[config.mk]
export PLATFORM = sky130hd
export DESIGN_NAME = cache_controller_param
export DESIGN_NICKNAME = d
export VERILOG_FILES = /design/src/rtl/cache_controller_param_pkg.sv /design/src/rtl/cache_controller_param_line_array.sv /design/src/rtl/cache_controller_param.sv
export SDC_FILE = /design/constraint.sdc
export NUM_CORES = 2
export LEC_CHECK = 0
export BUFFER_PORTS_ARGS = -buffer_cell sky130_fd_sc_hd__buf_2
export CELL_PAD_IN_SITES_DETAIL_PLACEMENT = 1
export CELL_PAD_IN_SITES_GLOBAL_PLACEMENT = 2
export CORE_ASPECT_RATIO = 0.6
export CORE_MARGIN = 5
export CORE_UTILIZATION = 46
export CTS_CLUSTER_DIAMETER = 150
export DETAILED_ROUTE_END_ITERATION = 7
export GPL_ROUTABILITY_DRIVEN = 0
export PLACE_DENSITY_LB_ADDON = 0.2
export SYNTH_ARGS = -nofsm -noshare
export SYNTH_HDL_FRONTEND = slang
export SYNTH_MEMORY_MAX_BITS = 65536
export SYNTH_SLANG_ARGS = --single-unit
[constraint.sdc]
create_clock -name clk -period 3.65 [get_ports clk]
set_input_delay 0.73 -clock clk [delete_from_list [all_inputs] [get_ports clk]]
set_output_delay 0.73 -clock clk [all_outputs]
set_load 0.02 [all_outputs]
[src/rtl/cache_controller_param_pkg.sv]
// Shared types and geometry helpers for the parametrised direct-mapped cache.
package cache_param_pkg;

  typedef enum logic [1:0] {
    IDLE   = 2'd0,
    REFILL = 2'd1,
    WRITE  = 2'd2
  } state_t;

  function automatic int unsigned clog2u(input int unsigned n);
    int unsigned w;
    w = 0;
    for (int unsigned i = 0; i < 32; i++) begin
      if ((32'd1 << i) < n) w = i + 1;
    end
    return w;
  endfunction

  function automatic int unsigned off_w(input int unsigned words_per_line);
    return clog2u(words_per_line);
  endfunction

  function automatic int unsigned idx_w(input int unsigned num_lines);
    return clog2u(num_lines);
  endfunction

  function automatic int unsigned tag_w(input int unsigned addr_width,
                                        input int unsigned num_lines,
                                        input int unsigned words_per_line);
    return addr_width - idx_w(num_lines) - off_w(words_per_line);
  endfunction

endpackage

[src/rtl/cache_controller_param_line_array.sv]
// Valid/tag/data storage with combinational lookup, line refill and word update.
module cache_line_array
  import cache_param_pkg::*;
#(
  parameter  int unsigned DATA_WIDTH     = 32,
  parameter  int unsigned ADDR_WIDTH     = 10,
  parameter  int unsigned WORDS_PER_LINE = 4,
  parameter  int unsigned NUM_LINES      = 32,
  localparam int unsigned OFF_W          = off_w(WORDS_PER_LINE),
  localparam int unsigned IDX_W          = idx_w(NUM_LINES),
  localparam int unsigned TAG_W          = tag_w(ADDR_WIDTH, NUM_LINES, WORDS_PER_LINE),
  localparam int unsigned LINE_W         = DATA_WIDTH * WORDS_PER_LINE
) (
  input  logic                  clk,
  input  logic                  reset,
  input  logic [IDX_W-1:0]      idx,
  input  logic [TAG_W-1:0]      tag,
  input  logic [OFF_W-1:0]      off,
  output logic                  hit,
  output logic [DATA_WIDTH-1:0] rd_word,
  input  logic                  fill_en,
  input  logic [LINE_W-1:0]     fill_line,
  input  logic                  upd_en,
  input  logic [DATA_WIDTH-1:0] upd_data
);

  logic [NUM_LINES-1:0]                           valid;
  logic [TAG_W-1:0]                               tag_mem  [NUM_LINES];
  logic [WORDS_PER_LINE-1:0][DATA_WIDTH-1:0]      data_mem [NUM_LINES];

  assign hit     = valid[idx] && (tag_mem[idx] == tag);
  assign rd_word = data_mem[idx][off];

  always_ff @(posedge clk or posedge reset) begin
    if (reset) begin
      valid <= '0;
    end else if (fill_en) begin
      valid[idx] <= 1'b1;
    end
  end

  // Storage arrays carry no reset; valid bits alone gate their use.
  always_ff @(posedge clk) begin
    if (fill_en) begin
      tag_mem[idx]  <= tag;
      data_mem[idx] <= fill_line;
    end else if (upd_en) begin
      data_mem[idx][off] <= upd_data;
    end
  end

endmodule

[src/rtl/cache_controller_param.sv]
// Direct-mapped write-through, no-write-allocate cache controller.
// Optional hit/miss counters are built when CACHE_PERF_CNT_EN is defined.
module cache_controller_param
  import cache_param_pkg::*;
#(
  parameter  int unsigned DATA_WIDTH     = 32,
  parameter  int unsigned ADDR_WIDTH     = 10,
  parameter  int unsigned WORDS_PER_LINE = 4,
  parameter  int unsigned NUM_LINES      = 32,
  localparam int unsigned OFF_W          = off_w(WORDS_PER_LINE),
  localparam int unsigned IDX_W          = idx_w(NUM_LINES),
  localparam int unsigned TAG_W          = tag_w(ADDR_WIDTH, NUM_LINES, WORDS_PER_LINE),
  localparam int unsigned LINE_W         = DATA_WIDTH * WORDS_PER_LINE
) (
  input  logic                  clk,
  input  logic                  reset,
  input  logic                  re,
  input  logic                  we,
  input  logic [ADDR_WIDTH-1:0] addr,
  input  logic [DATA_WIDTH-1:0] wdata,
  output logic                  stall,
  output logic [DATA_WIDTH-1:0] rdata,
  output logic                  mem_req,
  output logic                  mem_we,
  output logic [ADDR_WIDTH-1:0] mem_addr,
  output logic [DATA_WIDTH-1:0] mem_wdata,
  input  logic [LINE_W-1:0]     mem_rdata,
  input  logic                  mem_rvalid,
  input  logic                  mem_wack
`ifdef CACHE_PERF_CNT_EN
  ,
  output logic [31:0]           hit_count,
  output logic [31:0]           miss_count
`endif
);

  state_t                  state, state_nx;
  logic                    hit;
  logic [DATA_WIDTH-1:0]   rd_word;
  logic                    fill_en, upd_en;
  logic [OFF_W-1:0]        a_off;
  logic [IDX_W-1:0]        a_idx;
  logic [TAG_W-1:0]        a_tag;

  assign a_off = addr[OFF_W-1:0];
  assign a_idx = addr[OFF_W +: IDX_W];
  assign a_tag = addr[ADDR_WIDTH-1 -: TAG_W];

  cache_line_array #(
    .DATA_WIDTH     (DATA_WIDTH),
    .ADDR_WIDTH     (ADDR_WIDTH),
    .WORDS_PER_LINE (WORDS_PER_LINE),
    .NUM_LINES      (NUM_LINES)
  ) u_lines (
    .clk       (clk),
    .reset     (reset),
    .idx       (a_idx),
    .tag       (a_tag),
    .off       (a_off),
    .hit       (hit),
    .rd_word   (rd_word),
    .fill_en   (fill_en),
    .fill_line (mem_rdata),
    .upd_en    (upd_en),
    .upd_data  (wdata)
  );

  always_ff @(posedge clk or posedge reset) begin
    if (reset) state <= IDLE;
    else       state <= state_nx;
  end

  always_comb begin
    state_nx  = state;
    stall     = 1'b0;
    rdata     = '0;
    mem_req   = 1'b0;
    mem_we    = 1'b0;
    mem_addr  = '0;
    mem_wdata = '0;
    fill_en   = 1'b0;
    upd_en    = 1'b0;
    case (state)
      IDLE: begin
        if (we) begin
          stall    = 1'b1;
          state_nx = WRITE;
        end else if (re) begin
          if (hit) begin
            rdata = rd_word;
          end else begin
            stall    = 1'b1;
            state_nx = REFILL;
          end
        end
      end
      REFILL: begin
        stall    = 1'b1;
        mem_req  = 1'b1;
        mem_addr = {addr[ADDR_WIDTH-1:OFF_W], {OFF_W{1'b0}}};
        if (mem_rvalid) begin
          fill_en  = 1'b1;
          state_nx = IDLE;
        end
      end
      WRITE: begin
        mem_req   = 1'b1;
        mem_we    = 1'b1;
        mem_addr  = addr;
        mem_wdata = wdata;
        stall     = !mem_wack;
        if (mem_wack) begin
          upd_en   = hit;
          state_nx = IDLE;
        end
      end
      default: state_nx = IDLE;
    endcase
    // State is already IDLE under reset; this also silences a request still held on the inputs.
    if (reset) begin
      stall     = 1'b0;
      rdata     = '0;
      mem_req   = 1'b0;
      mem_we    = 1'b0;
      mem_addr  = '0;
      mem_wdata = '0;
      fill_en   = 1'b0;
      upd_en    = 1'b0;
    end
  end

`ifdef CACHE_PERF_CNT_EN
  logic rd_hit, rd_miss;

  assign rd_hit  = (state == IDLE) && re && !we && hit;
  assign rd_miss = (state == IDLE) && re && !we && !hit;

  always_ff @(posedge clk or posedge reset) begin
    if (reset) begin
      hit_count  <= '0;
      miss_count <= '0;
    end else begin
      if (rd_hit  && (hit_count  != '1)) hit_count  <= hit_count + 32'd1;
      if (rd_miss && (miss_count != '1)) miss_count <= miss_count + 32'd1;
    end
  end
`endif

endmodule

# Word level (Yosys, flattened, before mapping)
# Memory sizes are Yosys's and may differ from the RTL's.
# Cells that the tools add are included.
[word_totals]
regBits = 34
mem_bits_rw = 4192
wordCells = 322
mem_count = 2
[mem_list]
columns = ["memory", "words", "width", "rd", "rd_ports_with_merged_regs", "wr", "line_no", "text"]
rows = [
  ["u_lines.data_mem", 32, 128, 1, 0, 1, "cache_controller_param_line_array.sv:29", "logic [WORDS_PER_LINE-1:0][DATA_WIDTH-1:0] data_mem [NUM_LINES];"],
  ["u_lines.tag_mem", 32, 3, 1, 0, 1, "cache_controller_param_line_array.sv:28", "logic [TAG_W-1:0] tag_mem [NUM_LINES];"],
]
[op_classes]
magnitude_cmp = 4
eq_ne = 7
n_mux = 171
bitwise_logic = 129
n_reduce_logical = 7
[ops]
columns = ["operator", "n"]
rows = [
  ["$mux 32", 9],
  ["$mux 1", 148],
  ["$mux 128", 1],
  ["$or 1x1->1", 128],
  ["$bmux 32 s2", 1],
  ["$demux 32 s2", 1],
  ["$or 32x32->32", 1],
  ["$pmux 10 s2", 1],
  ["$mux 10", 1],
  ["$mux 2", 5],
  ["$lt 5x6->1 const B", 1],
  ["$ne 3x3->1 const B", 2],
  ["$pmux 2 s3", 1],
  ["$bmux 1 s5", 1],
  ["$demux 1 s5", 1],
  ["$ge 5x1->1 const B", 1],
  ["$ne 2x2->1 const B", 2],
  ["$reduce_and 4->1", 1],
  ["$eq 3x3->1", 1],
  ["$logic_and 1x1->1", 3],
  ["$lt 2x3->1 const B", 1],
  ["$pmux 1 s3", 1],
  ["$eq 2x1->1 const B", 1],
  ["$eq 2x2->1 const B", 1],
  ["other kinds (4)", 4],
]

# Longest topological paths before layout
[depth]
depth_word = 10
ltp_mapped = 13
depth_no_buf = 8

# Hierarchy
# From an unflattened synthesis, not the netlist that was laid out.
[unflattened]
cells_unflattened = 7404
hier_area_um2 = 164315.1
[modules_own_cells]
columns = ["module", "n_inst", "cells_per_inst", "area_each_um2", "seq_area_each_um2"]
rows = [
  ["cache_line_array", 1, 7294, 163549.4, 126681.5],
  ["cache_controller_param", 1, 110, 765.7, 50.0],
]

# Worst setup path after synthesis
# OpenSTA, ideal clock, no wires.
[synth_timing]
path_type = "input -> register"
start = "in addr[3]"
end = "mem u_lines.data_mem[0][0] (netlist name), enable pin"
setup_ns = 0.432
arrival_ns = 4.464
path_slack_ns = -1.246
cell_stages = 12
n_path_buf = 5
cell_sequence = "buf_2 buf_2 mux2i_1 o22ai_1 nor4_1 a21oi_1 nor4b_4 nand3b_1 buf_4 buf_6 buf_2 a21oi_1"
[synth_between]
elab_chain_len = 10
elab_cells_between_ends = 12
cone_classes = "1 x eq/ne; 8 x mux; 1 x bitwise; 1 x reduce/logical; 1 x memory"
[synth_lines]
columns = ["element", "line_no", "text"]
rows = [
  ["start, declared", "cache_controller_param.sv:19", "input logic [ADDR_WIDTH-1:0] addr,"],
  ["$mem_v2 32x3 or $bmux 1 s5 (tied branches)", "-", ""],
  ["$eq 3x3->1 or $mux 1 (tied branches)", "cache_controller_param_line_array.sv:31", "assign hit = valid[idx] && (tag_mem[idx] == tag);"],
  ["$logic_and 1x1->1", "cache_controller_param_line_array.sv:31", ""],
  ["$mux 1", "cache_controller_param.sv:112", "if (mem_wack) begin"],
  ["$mux 1", "cache_controller_param.sv:83", "case (state)"],
  ["$mux 1", "cache_controller_param.sv:120", "if (reset) begin"],
  ["$mux 1", "cache_controller_param_line_array.sv:47", "end else if (upd_en) begin"],
  ["$mux 1", "cache_controller_param_line_array.sv:44", "if (fill_en) begin"],
  ["$mux 128 (implied by the code)", "cache_controller_param_line_array.sv:48", "data_mem[idx][off] <= upd_data;"],
  ["$or 1x1->1 (no line)", "-", ""],
  ["end, declared", "cache_controller_param_line_array.sv:29", ""],
]
# Parallel ways exist; a longest one is shown, timed or not. The select of a mux whose other input is x is not followed.

# Worst setup path after layout
[layout_timing]
start = "in addr[2]"
end = "out rdata[17]"
[layout_between]
elab_chain_len = 8
elab_cells_between_ends = 13
cone_classes = "1 x eq/ne; 9 x mux; 1 x reduce/logical; 2 x memory"
[layout_lines]
columns = ["element", "line_no", "text"]
rows = [
  ["$mem_v2 32x128 (tied with other cells)", "-", ""],
  ["$bmux 32 s2 (tied with other cells)", "cache_controller_param_line_array.sv:32", "assign rd_word = data_mem[idx][off];"],
  ["$mux 32 (implied by the code) or $logic_and 1x1->1 (tied branches)", "cache_controller_param_line_array.sv:32, cache_controller_param_line_array.sv:31", ""],
  ["$mux 32 (*)", "cache_controller_param.sv:89", "if (hit) begin"],
  ["$mux 32 (*)", "cache_controller_param.sv:88", "end else if (re) begin"],
  ["$mux 32 (*)", "cache_controller_param.sv:85", "if (we) begin"],
  ["$mux 32 (*)", "cache_controller_param.sv:83", ""],
  ["$mux 32 (*)", "cache_controller_param.sv:120", ""],
  ["end, declared", "cache_controller_param.sv:22", "output logic [DATA_WIDTH-1:0] rdata,"],
]
# Mark *: on every way between the ends. The rest lies on a longest branch, timed or not. The select of a mux whose other input is x is not followed.

==> reports/qor.csv <==
metric,value,unit
fmax,228,MHz
maxCapViolCount,0,
outcome,"finished, violations left",
ant_nets,0,
synthTopCellsByCount,"edfxtp_1 (4192), mux4_2 (1050), o22ai_1 (540)",
rsz0062_at_grt,yes,
clkTransAtPathRegs,0.06,ns
gr-max-usage-layer,met1,
via_count,89837,
cts_max_level,5,
crit_arrival,3.66,ns
dpl_cell_area,183000,um^2
groute.usage.overall,0.310,
start_kind,input port,
yosysMostFrequentCell,edfxtp_1,
worst_slack,-0.742,ns
syn_area_per_cell,23.1,um^2
p_clk_frac,0.402,
grtUsageMet2,0.448,
drtIter0Drc,12658,
yosysTopAreaCellShare,0.779,
yosys-top-cells-area,"edfxtp_1 (78%), mux4_2 (15%), o22ai_1 (2.1%)",
wl_per_cell,41.8,um
core,350000,um^2
syn_inst,7004,
grt.met3_usage,0.0722,
hold_viol,0,
drv_slew,0,
synth_area,162000,um^2
setup_viol_count_final,33,
totalWireLength,570,mm
ys_seq_elements,4226,
io_pins,253,
antenna_found_initial,43,
cp_max_fo,8,
worstSkewPairLatency,0.97,ns
p_int,79.3,mW
dp_slack,-1.47,ns
switchingPower,23.0,mW
overflow,0,
clockBufferDepth,4,
cts_tree,done,
grt_pass1_vias,88202,
numCtsBuffers,390,
drive_gt1_frac,0.421,
timing.setup.tns,-20.55,ns
grt_pass1_wl,771,mm
async_flop_share,0.00805,
postLayoutCellArea,201000,um^2
gr-usage-met1,0.465,
power,102,mW
synthToLayoutAreaGrowth,24.2,%
path_class,in -> out,
hpwl,369,mm
clock_sinks,4226,
skew,0.0395,ns
pwr-share-comb,0.074,
holdWs,0.126,ns
final_util,0.574,
violations,negative setup slack,
seqPwrFrac,0.524,
tightest_slew,0.921,ns
nNetsFinal,8769,
final_cells,13627,
die_w,775,um
post-route-min-period,4.39,ns
post-place-cells,12733,
min_path_type,in -> reg,
swShare,0.225,
portBuffers,252,
cts-root-buf,clkbuf_16,
grt_max_degree,38,
worst_setup_path_end_kind,output pin,
required,2.92,ns
syn-num-nets,7184,
synth_sequential_area_ratio,0.784,
avgViaCountPerCell,6.59,
dieArea,364000,um^2
rows,168,
synth_cell_types,47,
leakagePower,64.8,nW
first_pass_iters,5,
synth_edf_count,4192,
synth_warnings,0,
drc,0,
power_per_cell_area,510,nW/um^2
start_util,0.462,
ir_worst_vdd,0.391,mV
timing.slew.headroom,0.386,
post-route-period-util,1.20,
yosys_most_used_dff,edfxtp_1,
fillers,28960,
die_y,469,um
synth_top_area_cell,edfxtp_1,
## final timing paths
path                                            startpoint                                 end  slack [ns]  cells past startpoint
setup / recovery                                   addr[2]                           rdata[17]       -0.74                     13
hold / removal                                          we                state[1]$_DFFE_PP0P_        0.13                      3
setup reg to reg           u_lines.tag_mem[6][2]$_DFFE_PP_  u_lines.data_mem[9][127]$_DFFE_PP_        0.10                     12
hold reg to reg              u_lines.valid[31]$_DFFE_PP0P_       u_lines.valid[31]$_DFFE_PP0P_        0.47                      1
max in group asynchronous                            reset        u_lines.valid[4]$_DFFE_PP0P_        2.66                      4
min in group asynchronous                            reset        u_lines.valid[1]$_DFFE_PP0P_        0.56                      4
## critical path, stage by stage
cell and delay (ns):
buf_16 0.16, buf_8 0.17, buf_16 0.16, buf_16 0.18
buf_6 0.14, mux4_2 0.36, o22ai_2 0.09, buf_4 0.15
nor4_4 0.60, buf_12 0.20, mux4_2 0.28, nor2b_4 0.22
buf_6 0.14
## flip-flops by register name, indices dropped and copies added (netlist names)
name              count
state                 2
u_lines.data_mem   4096
u_lines.tag_mem      96
u_lines.valid        32
## repair_timing
| item | 4_1_cts | 5_1_grt |
|---|---|---|
| setup endpoints to repair | 34 | 38 |
| buffers inserted | 61 | 67 |
| pin swaps | 46 | 42 |
| hold buffers | 2 | 0 |
| cloned | 20 | 7 |
| endpoints found under the hold margin | 35 | 0 |
| gates resized for setup | 428 | 182 |
## layout make-up
class	count	area, um^2	area share
antenna	58	145	0.000723
clock buffer	475	10200	0.0509
clock inverter	222	2210	0.0110
inverter	7	26.3	0.000131
multi-input combinational	2344	35900	0.179
sequential	4226	127000	0.632
tap	4675	5850	0.0291
timing repair buffer	1620	19600	0.0975
## power groups by stage
stage	Clock [mW]	Combinational [mW]	Sequential [mW]
after floorplan	0	3.17	54.6
after global placement	0	6.70	54.6
after detailed placement	0	6.84	54.6
after CTS	41.5	7.36	53.6
after global routing	43.9	7.81	53.6
final	41.1	7.60	53.6
## layout by cell type (no fill, tap or decap), drive strengths merged, types with 48 or more instances in the layout
| cell | n |
|---|---|
| a21oi | 147 |
| buf | 1603 |
| clkbuf | 481 |
| clkinv | 154 |
| diode | 58 |
| edfxtp | 4192 |
| mux2 | 128 |
| mux2i | 48 |
| mux4 | 1050 |
| nor2 | 74 |
| nor4 | 80 |
| o22ai | 540 |
| or4 | 57 |
## routing by layer
layer,up-vias,wire (um)
met5,-,27
met1,49218,232000
met2,6150,248000
li1,33617,-
met4,4,24300
met3,848,65100
## kinds of logic after synthesis
kind of cell,count (synthesis),share of synthesized area
AO/OA/AOI/OAI,723,0.0271
adder cells (fa/ha/maj),4,0.000310
buffers and inverters,434,0.0144
flip-flops,4226,0.784
multiplexers,1226,0.160
AND/OR/NAND/NOR,391,0.0144
Power figures use the tool's default switching activity.
